==> src/rtl/trng_entropy_reader.sv <==
// TRNG entropy reader: packs raw sampler bits into bytes, runs a repetition-count
// health test on the bit stream, and buffers bytes in a small FIFO behind a CPU
// register interface (DATA / STATUS / CTRL).
module trng_entropy_reader #(
  parameter int unsigned FIFO_DEPTH = 4,  // power of two, 2..8
  parameter int unsigned RCT_CUTOFF = 32  // 2..255
) (
  input  logic       clk,
  input  logic       rst,
  input  logic       bit_in,
  input  logic       bit_valid,
  input  logic [3:0] address,
  input  logic       data_write,
  input  logic [7:0] data_in,
  input  logic       data_read,
  output logic [7:0] data_out,
  output logic       data_ready
);

  localparam int unsigned PtrW    = $clog2(FIFO_DEPTH);
  localparam logic [3:0]  Depth4  = 4'(FIFO_DEPTH);
  localparam logic [7:0]  Cutoff8 = 8'(RCT_CUTOFF);

  localparam logic [3:0] AddrData   = 4'h0;
  localparam logic [3:0] AddrStatus = 4'h1;
  localparam logic [3:0] AddrCtrl   = 4'h2;

  // Packer / health-test state
  logic            enable_q, enable_d;
  logic [2:0]      bitcnt_q, bitcnt_d;
  logic [7:0]      sreg_q, sreg_d;
  logic [7:0]      run_q, run_d;
  logic            last_q, last_d;
  logic            ovf_q, ovf_d;
  logic            fail_q, fail_d;
  // Completed byte waiting one cycle before entering the FIFO
  logic            push_q, push_d;
  logic [7:0]      push_data_q, push_data_d;

  // FIFO state
  logic [7:0]      mem_q [FIFO_DEPTH];
  logic [PtrW-1:0] wptr_q, wptr_d;
  logic [PtrW-1:0] rptr_q, rptr_d;
  logic [3:0]      count_q, count_d;

  logic       ctrl_wr, soft_clr, flush, drop_partial;
  logic       accept, byte_done, rct_trip;
  logic [7:0] byte_full, run_next;
  logic       full, pop, do_push, overflow, wr_en;

  // Decode CPU strobes, packer acceptance and FIFO events
  always_comb begin
    ctrl_wr      = data_write && (address == AddrCtrl);
    soft_clr     = ctrl_wr && data_in[1];
    flush        = ctrl_wr && data_in[2];
    drop_partial = ctrl_wr && (!data_in[0] || data_in[1]);

    accept    = bit_valid && enable_q && !fail_q;
    byte_full = {bit_in, sreg_q[7:1]};
    byte_done = accept && (bitcnt_q == 3'd7);

    if ((run_q == 8'd0) || (bit_in != last_q)) begin
      run_next = 8'd1;
    end else if (run_q < Cutoff8) begin
      run_next = run_q + 8'd1;
    end else begin
      run_next = run_q;
    end
    rct_trip = accept && (run_next == Cutoff8);

    full     = (count_q == Depth4);
    pop      = data_read && (address == AddrData) && (count_q != 4'd0);
    do_push  = push_q && !flush;
    // A pop in the same cycle frees the slot, so a full FIFO only overflows without one
    overflow = do_push && full && !pop;
    wr_en    = do_push && !overflow;
  end

  // Next-state for packer, health test, flags and FIFO bookkeeping
  always_comb begin
    enable_d    = ctrl_wr ? data_in[0] : enable_q;
    bitcnt_d    = bitcnt_q;
    sreg_d      = sreg_q;
    run_d       = run_q;
    last_d      = last_q;
    push_d      = byte_done && !rct_trip && !drop_partial;
    push_data_d = byte_full;
    fail_d      = fail_q || rct_trip;
    ovf_d       = ovf_q;

    if (accept) begin
      sreg_d   = byte_full;
      bitcnt_d = bitcnt_q + 3'd1;
      run_d    = run_next;
      last_d   = bit_in;
    end
    if (drop_partial) begin
      bitcnt_d = 3'd0;
      sreg_d   = 8'h00;
    end
    if (soft_clr) begin
      fail_d = 1'b0;
      ovf_d  = 1'b0;
      run_d  = 8'd0;
    end
    if (overflow) begin
      ovf_d = 1'b1;
    end

    wptr_d  = wptr_q;
    rptr_d  = rptr_q;
    count_d = count_q;
    if (flush) begin
      wptr_d  = '0;
      rptr_d  = '0;
      count_d = 4'd0;
    end else begin
      if (wr_en) wptr_d = wptr_q + PtrW'(1);
      if (pop)   rptr_d = rptr_q + PtrW'(1);
      count_d = count_q + {3'b000, wr_en} - {3'b000, pop};
    end
  end

  // Control and status registers with synchronous reset
  always_ff @(posedge clk) begin
    if (rst) begin
      enable_q    <= 1'b0;
      bitcnt_q    <= 3'd0;
      sreg_q      <= 8'h00;
      run_q       <= 8'd0;
      last_q      <= 1'b0;
      ovf_q       <= 1'b0;
      fail_q      <= 1'b0;
      push_q      <= 1'b0;
      push_data_q <= 8'h00;
      wptr_q      <= '0;
      rptr_q      <= '0;
      count_q     <= 4'd0;
    end else begin
      enable_q    <= enable_d;
      bitcnt_q    <= bitcnt_d;
      sreg_q      <= sreg_d;
      run_q       <= run_d;
      last_q      <= last_d;
      ovf_q       <= ovf_d;
      fail_q      <= fail_d;
      push_q      <= push_d;
      push_data_q <= push_data_d;
      wptr_q      <= wptr_d;
      rptr_q      <= rptr_d;
      count_q     <= count_d;
    end
  end

  // FIFO storage; contents are only observed through count, so no reset needed
  always_ff @(posedge clk) begin
    if (wr_en && !rst) begin
      mem_q[wptr_q] <= push_data_q;
    end
  end

  // Register read mux; forced to zero while reset is held
  always_comb begin
    data_ready = !rst && (count_q != 4'd0);
    data_out   = 8'h00;
    if (!rst) begin
      case (address)
        AddrData:   data_out = (count_q != 4'd0) ? mem_q[rptr_q] : 8'h00;
        AddrStatus: data_out = {count_q, fail_q, ovf_q, full, count_q != 4'd0};
        AddrCtrl:   data_out = {7'b0000000, enable_q};
        default:    data_out = 8'h00;
      endcase
    end
  end

endmodule

==> config.mk <==
export PLATFORM = sky130hd
export DESIGN_NAME = trng_entropy_reader
export DESIGN_NICKNAME = d
export VERILOG_FILES = /design/src/rtl/trng_entropy_reader.sv
export SDC_FILE = /design/constraint.sdc
export NUM_CORES = 1
export LEC_CHECK = 0
export CORE_ASPECT_RATIO = 0.9
export CORE_UTILIZATION = 25
export CTS_BUF_LIST = sky130_fd_sc_hd__clkbuf_4
export DETAILED_ROUTE_END_ITERATION = 12
export PLACE_DENSITY = 0.46
export SYNTH_ARGS = -nofsm -noshare
export SYNTH_HDL_FRONTEND = slang
export SYNTH_SLANG_ARGS = --single-unit
export TNS_END_PERCENT = 50
==> constraint.sdc <==
create_clock -name clk -period 3.5 [get_ports clk]
set_input_delay 0.7 -clock clk [delete_from_list [all_inputs] [get_ports clk]]
set_output_delay 0.7 -clock clk [all_outputs]
set_load 0.05 [all_outputs]
==> results of run 1 <==
worst max path at each step:
stage,to,slack [ns],cells after the start
after floorplan,data_out[6],0.38,4
after global placement,mem_q[0][6],0.38,6
after detailed placement,data_out[3],0.34,7
after CTS,data_out[2],0.25,8
after global routing,data_out[2],0.06,8
final,data_out[2],0.32,8
worst reg2reg max path: stages, from the launching register on:
cell	delay, ns
dfxtp_1	0.36
inv_1	0.09
ha_1	0.14
nor3b_1	0.65
nor4b_4	0.12
o21ai_0	0.20
ha_1	0.19
inv_1	0.05
fa_1	0.37
xor2_1	0.16
nor2_1	0.05
routing by layer:
layer | wire [um] | vias to the layer above | global-route usage (%)
met5 | 0 | - | 0
met4 | 51 | 0 | 3.97
met3 | 286 | 7 | 3.66
met2 | 2890 | 30 | 17.0
met1 | 2940 | 969 | 12.7
li1 | - | 1047 | -
per-stage QoR:
step	setup WS (ns)	area, um2	util (%)	instances	power [W]
6_report	0.316	3830	31.3	472	0.00152
3_5_place_dp	0.338	3660	30.0	456	0.000946
4_1_cts	0.249	3830	31.3	472	0.00155
3_3_place_gp	0.375	3660	30.0	456	0.000946
5_1_grt	0.0591	3830	31.3	472	0.00158
2_1_floorplan	0.377	3170	-	278	0.000920
power by group through the flow:
stage	sequential (W)	combinational (W)	clock [W]
floorplan	0.000903	0.0000175	0
global placement	0.000903	0.0000424	0
detailed placement	0.000903	0.0000425	0
CTS	0.000884	0.0000427	0.000619
global route	0.000884	0.0000460	0.000648
finish	0.000884	0.0000420	0.000593
cell families (layout without fill, tap and decap cells):
family,Yosys count,in the layout
and+or+nand+nor,103,103
AOI/OAI and AO/OA,49,49
adders and majority gates,14,14
xor gates and xnor gates,8,8
DFF,73,73
muxes,9,9
buffers and inverters,22,56
state kept, by name, indices dropped and copies added (netlist names), 2 cells and up, named ones only:
name / count
bitcnt_q: 3
count_q: 4
mem_q: 32
push_data_q: 8
rptr_q: 2
run_q: 8
sreg_q: 7
wptr_q: 2
cell type report:
| cell class | instances | area (um2) |
|---|---|---|
| fill | 1225 | 8390 |
| sequential | 73 | 1780 |
| multi-input combinational | 183 | 1300 |
| timing repair buffer | 28 | 340 |
| tap | 160 | 200 |
| clock buffer | 11 | 82.6 |
| clock inverter | 5 | 80.1 |
| inverter | 12 | 45.0 |
cells in the final DEF (no fill, tap or decap), types with 3 or more instances in the layout:
cell | netlist | routed
a22oi_1 | 7 | 7
or3_1 | 4 | 4
mux4_2 | 8 | 8
xnor2_1 | 5 | 5
o21ai_0 | 7 | 7
nor3_1 | 6 | 6
clkbuf_4 | 0 | 11
dfxtp_1 | 41 | 41
and2_1 | 8 | 8
buf_12 | 0 | 8
nor2_1 | 26 | 26
inv_1 | 12 | 12
edfxtp_1 | 32 | 32
xor2_1 | 3 | 3
nor2b_1 | 9 | 9
buf_4 | 0 | 8
a21o_1 | 4 | 4
a21oi_1 | 20 | 20
ha_1 | 13 | 13
clkdlybuf4s50_1 | 0 | 12
nand2_1 | 33 | 33
==> flow_metrics.tcl, run 1 <==
set metrics [dict create \
    clock_latency_ns 0.43 \
    critPathMaxStageDelay_ns 0.65 \
    yosys_most_used_dff "dfxtp_1" \
    arrival_ns 2.48 \
    viasPerCell 4.35 \
    nets 339 \
    hold_depth 2 \
    critPathBufInv 3 \
    synthCells 278 \
    cts_root_buf "clkbuf_4" \
    ys_types 46 \
    syn_nets 310 \
    drive_above_1_share_pct 14.4 \
    run_status "complete, no violations" \
    p_per_area_mw_per_mm2 397 \
    synth_top_family_by_area "simple AND/OR/NAND/NOR gates" \
    setup.worst_path.start_class "flop" \
    synth_edf_count 32 \
    drv_cap 0 \
    routedWlPerCell_um 13.1 \
    synth_xor_area_share_pct 2.21 \
    worstPathRequired_ns 2.80 \
    yosysWarnings 0 \
    syn_area_per_cell_um2 11.4 \
    hold_viol 0 \
    yosys.area.top_type "edfxtp_1" \
    grt_overflow_total 0 \
    clockBufferDepth 2 \
    first_global_vias 2048 \
    synth_fa_ha_area_share_pct 5.76 \
    dr.first_iter.drc_count 51 \
    cts.sink_count 73 \
    hold_path_class "reg2reg" \
    critical-path-top-delay-family "simple AND/OR/NAND/NOR gates" \
    min_from "sreg_q[3]" \
    ant_nets 0 \
    die_y_um 109 \
    cts_buffers 9 \
    irDropWorstVdd_mv 0.191 \
    reg2reg_from "count_q[2]" \
    holdWs_ns 0.459 \
    crit_fanout 7 \
    setup_viol_count_final 0 \
    start_util_pct 25.9 \
    grt_pass1_wl_um 10100 \
    fmax_ghz 0.314 \
    rows 38 \
    r2r_end "count_q[2]" \
    via_count 2053 \
    antenna_found_initial 0 \
    cts_hold_buf 0 \
    synth.area.top_cells "edfxtp_1 (30%), dfxtp_1 (26%), mux4_2 (5.7%), ha_1 (5.1%), nand2_1 (3.9%)" \
    synthArstFlopShare_pct 0 \
    ys_ff_latch 73 \
    yosysMostFrequentCell "dfxtp_1" \
    cp-startpoint "count_q[2]" \
    slew_violations 0 \
    crit_chain "inv_1 -> ha_1 -> nor3b_1 -> nor3_1 -> buf_4 -> a22oi_1 -> nor2_1 -> buf_12" \
    crit_path_end_kind "output pin" \
    clkPwrFrac_pct 39.0 \
    seq_area_frac_synth_pct 56.2 \
    clkTransAtPathRegs_ns 0.12 \
    dr.pass1.iters 6 \
    comb_power_share_pct 2.8 \
    p_int_w 0.00121 \
    synth_top_area_share_pct 30.3 \
    cts_tree "yes" \
    skew_ns 0.0146 \
    critPathKind "reg2out" \
    rsz0062_at_grt "no" \
    pwr-share-seq_pct 58.2 \
    synth-compound-area-share_pct 9.91 \
    synthMuxAreaShare_pct 6.00 \
    slowest_stage "nor3b_1" \
    antenna_cells 0 \
    synth_area_mm2 0.00317 \
    ff2ff_path_depth 10 \
    die-area_mm2 0.0131 \
    p_switching_w 0.000313 \
    place.gp.congestion 0.722 \
    grt_max_degree 18 \
    fin_crit_ns 3.18 \
    post-cts-setup-buffers 0 \
    die_width_um 121 \
    cts_htree_levels 3 \
    ios 27 \
    synth_common_cells "dfxtp_1 (41), nand2_1 (33), edfxtp_1 (32)" \
    setup_tns_ns 0 \
    core_area_mm2 0.0122 \
    synth_simple_gate_area_share_pct 17.0 \
    period_share_pct 91.0 \
    worst_slew_pin_slew_ns 0.793 \
    switching_share_pct 20.6 \
    dpl.hpwl_um 4510 \
    layout-area-overhead-vs-synth_pct 20.7 \
    track_usage_pct 10.4 \
    drcViolationCount 0 \
    ctsResizeCount 0 \
    total_leakage_power_nw 1.28 \
    finalWirelength_um 6170 \
    relSlewSlack_pct 47.0 \
    min_to "sreg_q[2]" \
    port_buffers 21 \
    rrSetupSlack_ns 1.01 \
]
No activity file was read; power rests on OpenSTA's default activity.
==> run 2, diff against run 1 <==
--- a/config.mk
+++ b/config.mk
@@ -6,10 +6,10 @@
 export NUM_CORES = 1
 export LEC_CHECK = 0
 export CORE_ASPECT_RATIO = 0.9
-export CORE_UTILIZATION = 25
+export CORE_UTILIZATION = 55
 export CTS_BUF_LIST = sky130_fd_sc_hd__clkbuf_4
 export DETAILED_ROUTE_END_ITERATION = 12
-export PLACE_DENSITY = 0.46
+export PLACE_DENSITY = 0.81
 export SYNTH_ARGS = -nofsm -noshare
 export SYNTH_HDL_FRONTEND = slang
 export SYNTH_SLANG_ARGS = --single-unit
==> run 2 against run 1 <==
  * Critical path type is now in2out
  * Non-clock buffer count fell by 3
  * Register-to-register slack got worse by 0.13 ns
  * Hold slack improved by 0.00076 ns
  * Design area fell by 2.9%
  * Clock power rose by 14%
  * Critical path depth fell by 2
==> flow_metrics.tcl, run 2 (synthesized netlist as in run 1, its figures left out) <==
set metrics [dict create \
    fmax_ghz 0.302 \
    dr.first_iter.drc_count 133 \
    final_common_cell "dfxtp_1" \
    critPathKind "in2out" \
    cts_hold_buf 0 \
    cts_htree_levels 3 \
    routedWlPerCell_um 15.6 \
    largest_reg_flops 32 \
    p_per_area_mw_per_mm2 431 \
    irDropWorstVdd_mv 0.278 \
    final_cell_mix "dfxtp_1 (41), nand2_1 (33), edfxtp_1 (32), nor2_1 (26), a21oi_1 (20)" \
    drcViolationCount 0 \
    skew_ns 0.0126 \
    layout-area-overhead-vs-synth_pct 17.2 \
    die-area_mm2 0.00607 \
    port_buffers 21 \
    worst_slew_pin_slew_ns 0.869 \
    holdWs_ns 0.460 \
    min_from "sreg_q[1]" \
    slew_violations 0 \
    hold_viol 0 \
    die_width_um 82.0 \
    period_share_pct 94.5 \
    ff2ff_path_depth 10 \
    post-cts-setup-buffers 0 \
    run_status "complete, no violations" \
    antenna_cells 0 \
    final_util_pct 68.7 \
    total_leakage_power_nw 1.28 \
    crit_fanout 7 \
    fin_crit_ns 3.31 \
    rsz0062_at_grt "no" \
    track_usage_pct 22.6 \
    reg_top3 "mem_q (32), push_data_q (8), run_q (8)" \
    clockBufferDepth 2 \
    min_to "sreg_q[1]" \
    hold_path_class "reg2reg" \
    die_y_um 74.0 \
    r2r_end "count_q[2]" \
    grt_pass1_wl_um 9810 \
    core_area_mm2 0.00541 \
    start_util_pct 58.6 \
    cts_tree "yes" \
    viasPerCell 5.59 \
    fin_area_mm2 0.00372 \
    finalWirelength_um 5870 \
    grt_overflow_total 0 \
    nFillCells 382 \
    cts_root_buf "clkbuf_4" \
    total_power_w 0.00160 \
    dpl.hpwl_um 4170 \
    setup_tns_ns 0 \
    clock_latency_ns 0.42 \
    cts_buffers 9 \
    regMostFlops "mem_q" \
    reg2reg_from "count_q[2]" \
    cts.sink_count 73 \
    ctsResizeCount 0 \
    clkTransAtPathRegs_ns 0.11 \
    worstPathRequired_ns 2.80 \
    hold_depth 2 \
    setup.worst_path.start_class "input pin" \
    drive_above_1_share_pct 13.6 \
    relSlewSlack_pct 42.0 \
    antenna_found_initial 0 \
    first_global_vias 2049 \
    drv_cap 0 \
    rrSetupSlack_ns 0.88 \
    ant_nets 0 \
    cp-startpoint "address[3]" \
    place.gp.congestion 0.901 \
    nets 336 \
    via_count 2101 \
    setup_viol_count_final 0 \
    dr.pass1.iters 4 \
    crit_path_end_kind "output pin" \
    place_area_mm2 0.00352 \
    rows 25 \
    ios 27 \
    arrival_ns 2.61 \
    grt_max_degree 18 \
]
==> run 2: worst max-delay path, stage by stage <==
cell	delay, ns
clkdlybuf4s50_1	0.44
or3_1	0.48
nor2_1	0.40
a22oi_1	0.16
nor2_1	0.24
buf_12	0.18
==> run 2: per-layer routing <==
| metal | part of all wire (%) | track usage, % |
|---|---|---|
| met5 | 0 | 0 |
| met4 | 2.9 | 13.8 |
| met1 | 42 | 27.5 |
| met2 | 48 | 36.1 |
| met3 | 6.7 | 6.01 |
==> run 2: area by class of cell <==
class | count | area, um2 | share of cell area [%]
Sequential cell | 73 | 1780 | 47.9
Inverter | 12 | 45.0 | 1.21
Multi-Input combinational cell | 183 | 1300 | 34.9
Tap cell | 67 | 83.8 | 2.26
Timing Repair Buffer | 25 | 318 | 8.55
Clock buffer | 10 | 75.1 | 2.02
Clock inverter | 6 | 116 | 3.13
==> run 2: worst max-delay path by stage <==
stage,end,cells after the start
floorplan,data_out[6],4
global placement,data_out[3],6
detailed placement,data_out[3],6
CTS,data_out[3],6
global route,data_out[3],6
finish,data_out[3],6
==> run 2: per-stage QoR <==
step	setup WS, ns	instances
after floorplan	0.377	278
after global placement	0.254	360
after detailed placement	0.211	360
after CTS	0.211	376
after global routing	0.0414	376
final	0.193	376
==> run 2: where the power goes <==
part / internal (W) / switching [W] / leakage (nW)
combinational: 0.0000185 / 0.0000219 / 0.544
sequential: 0.000883 / 0.00000120 / 0.639
clock: 0.000373 / 0.000303 / 0.101
total: 0.00127 / 0.000326 / 1.28
==> run 3, diff against run 2 <==
--- a/config.mk
+++ b/config.mk
@@ -6,8 +6,8 @@
 export NUM_CORES = 1
 export LEC_CHECK = 0
 export CORE_ASPECT_RATIO = 0.9
+export CORE_MARGIN = 2
 export CORE_UTILIZATION = 55
-export CTS_BUF_LIST = sky130_fd_sc_hd__clkbuf_4
 export DETAILED_ROUTE_END_ITERATION = 12
 export PLACE_DENSITY = 0.81
 export SYNTH_ARGS = -nofsm -noshare
==> run 3 against run 2 <==
  * Clock skew is 0.0025 ns lower
  * Total power decreased by 8.9%
  * Clock power shrank 21%
==> flow_metrics.tcl, run 3 (synthesized netlist as in run 1, its figures left out) <==
set metrics [dict create \
    grt_overflow_total 0 \
    hold_viol 0 \
    nets 335 \
    p_switching_w 0.000301 \
    hold_path_class "reg2reg" \
    grt_pass1_wl_um 9700 \
    die_width_um 84.0 \
    cts_buffers 9 \
    start_util_pct 56.3 \
    crit_chain "clkdlybuf4s50_1 -> or3_1 -> nor2_1 -> a22oi_1 -> nor2_1 -> buf_12" \
    cts.sink_count 73 \
    core_area_mm2 0.00563 \
    worst_slew_pin_slew_ns 0.768 \
    setup_viol_count_final 0 \
    die-area_mm2 0.00639 \
    dr.first_iter.drc_count 125 \
    via_count 2053 \
    clkPwrFrac_pct 36.6 \
    dpl.hpwl_um 4110 \
    first_global_vias 2047 \
    critPathMaxStageDelay_ns 0.46 \
    final_common_cell "dfxtp_1" \
    rrSetupSlack_ns 1.06 \
    nFillCells 443 \
    arrival_ns 2.56 \
    cts_tree "yes" \
    layout-area-overhead-vs-synth_pct 15.9 \
    pwr-share-seq_pct 60.6 \
    period_share_pct 93.2 \
    antenna_found_initial 0 \
    place_area_mm2 0.00352 \
    track_usage_pct 19.4 \
    largest_reg_flops 32 \
    die_y_um 76.0 \
    comb_power_share_pct 2.7 \
    dr.pass1.iters 4 \
    p_int_w 0.00116 \
    run_status "complete, no violations" \
    regMostFlops "mem_q" \
    total_power_w 0.00146 \
    finalWirelength_um 5660 \
    fin_area_mm2 0.00367 \
    r2r_end "count_q[2]" \
    clock_latency_ns 0.34 \
    fin_crit_ns 3.26 \
    critPathKind "in2out" \
    cts_root_buf "clkbuf_8" \
    port_buffers 21 \
    grt_max_degree 18 \
    ios 27 \
    cts_hold_buf 0 \
    irDropWorstVdd_mv 0.313 \
    slew_violations 0 \
    multi_input_area_mm2 0.00130 \
    skew_ns 0.0102 \
    relSlewSlack_pct 48.1 \
    place_inst 362 \
    cp-startpoint "address[3]" \
    crit_path_frequent_cell "nor2_1" \
    slowest_stage "or3_1" \
    ant_nets 0 \
    p_per_area_mw_per_mm2 397 \
    crit_end "data_out[2]" \
    fmax_ghz 0.306 \
    layout.cells.non_filler 378 \
    rsz0062_at_grt "no" \
    switching_share_pct 20.6 \
    ctsResizeCount 0 \
    cts_htree_levels 3 \
    rows 26 \
    total_leakage_power_nw 1.26 \
    final_cell_mix "dfxtp_1 (41), nand2_1 (33), edfxtp_1 (32), nor2_1 (26), a21oi_1 (20)" \
    hold_depth 2 \
    ff2ff_path_depth 11 \
    place.gp.congestion 0.916 \
    drv_cap 0 \
    clkTransAtPathRegs_ns 0.06 \
    setup_tns_ns 0 \
    reg_top3 "mem_q (32), push_data_q (8), run_q (8)" \
    routedWlPerCell_um 15.0 \
    crit_fanout 7 \
    clockBufferDepth 2 \
    viasPerCell 5.43 \
    reg2reg_from "count_q[2]" \
    crit_path_end_kind "output pin" \
    seq_area_mm2 0.00178 \
    setup.worst_path.start_class "input pin" \
    antenna_cells 0 \
    drive_above_1_share_pct 11.7 \
    drcViolationCount 0 \
    post-cts-setup-buffers 0 \
    worstPathRequired_ns 2.80 \
]
-- run 3: area by class of cell --
| type | instances | share of cell area, % |
|---|---|---|
| clock buffer | 14 | 3.88 |
| clock inverter | 2 | 0.272 |
| inverter | 12 | 1.23 |
| multi-input combinational | 183 | 35.3 |
| sequential | 73 | 48.5 |
| tap | 70 | 2.38 |
| timing repair buffer | 24 | 8.45 |
-- run 3: per-layer routing --
layer,global-route usage (%),routed length [um]
met1,23.6,2530
met2,33.3,2870
met3,6.61,206
met4,4.84,44
met5,0,0
-- run 3: how the worst min path moves through the flow --
stage                     end  slack, ns       from
2_1_floorplan       sreg_q[1]       0.43  sreg_q[1]
3_3_place_gp        sreg_q[1]       0.44  sreg_q[1]
3_5_place_dp        sreg_q[1]       0.44  sreg_q[1]
4_1_cts             sreg_q[1]       0.45  sreg_q[1]
5_1_grt        push_data_q[0]       0.48  sreg_q[1]
6_report            sreg_q[1]       0.45  sreg_q[1]
-- run 3: through the flow --
| step | hold slack, ns | util [%] | setup slack, ns |
|---|---|---|---|
| floorplan | 0.432 | - | 0.377 |
| global route | 0.484 | 65.3 | 0.138 |
| detailed placement | 0.444 | 62.6 | 0.275 |
| finish | 0.451 | 65.3 | 0.237 |
| global placement | 0.440 | 62.6 | 0.279 |
| CTS | 0.453 | 65.3 | 0.263 |
-- run 3: power by group through the flow --
stage / Combinational (W) / Sequential [W] / Clock (W)
final: 0.0000398 / 0.000884 / 0.000534
after global routing: 0.0000432 / 0.000884 / 0.000579
after CTS: 0.0000400 / 0.000884 / 0.000547
after detailed placement: 0.0000398 / 0.000903 / 0
after global placement: 0.0000395 / 0.000903 / 0
after floorplan: 0.0000175 / 0.000903 / 0
-- run 3: worst max-delay path: cells and delay by family --
family / cells / cell delay (ns)
simple gates: 3 / 1.07
buf+inv: 2 / 0.61
compound gates: 1 / 0.18
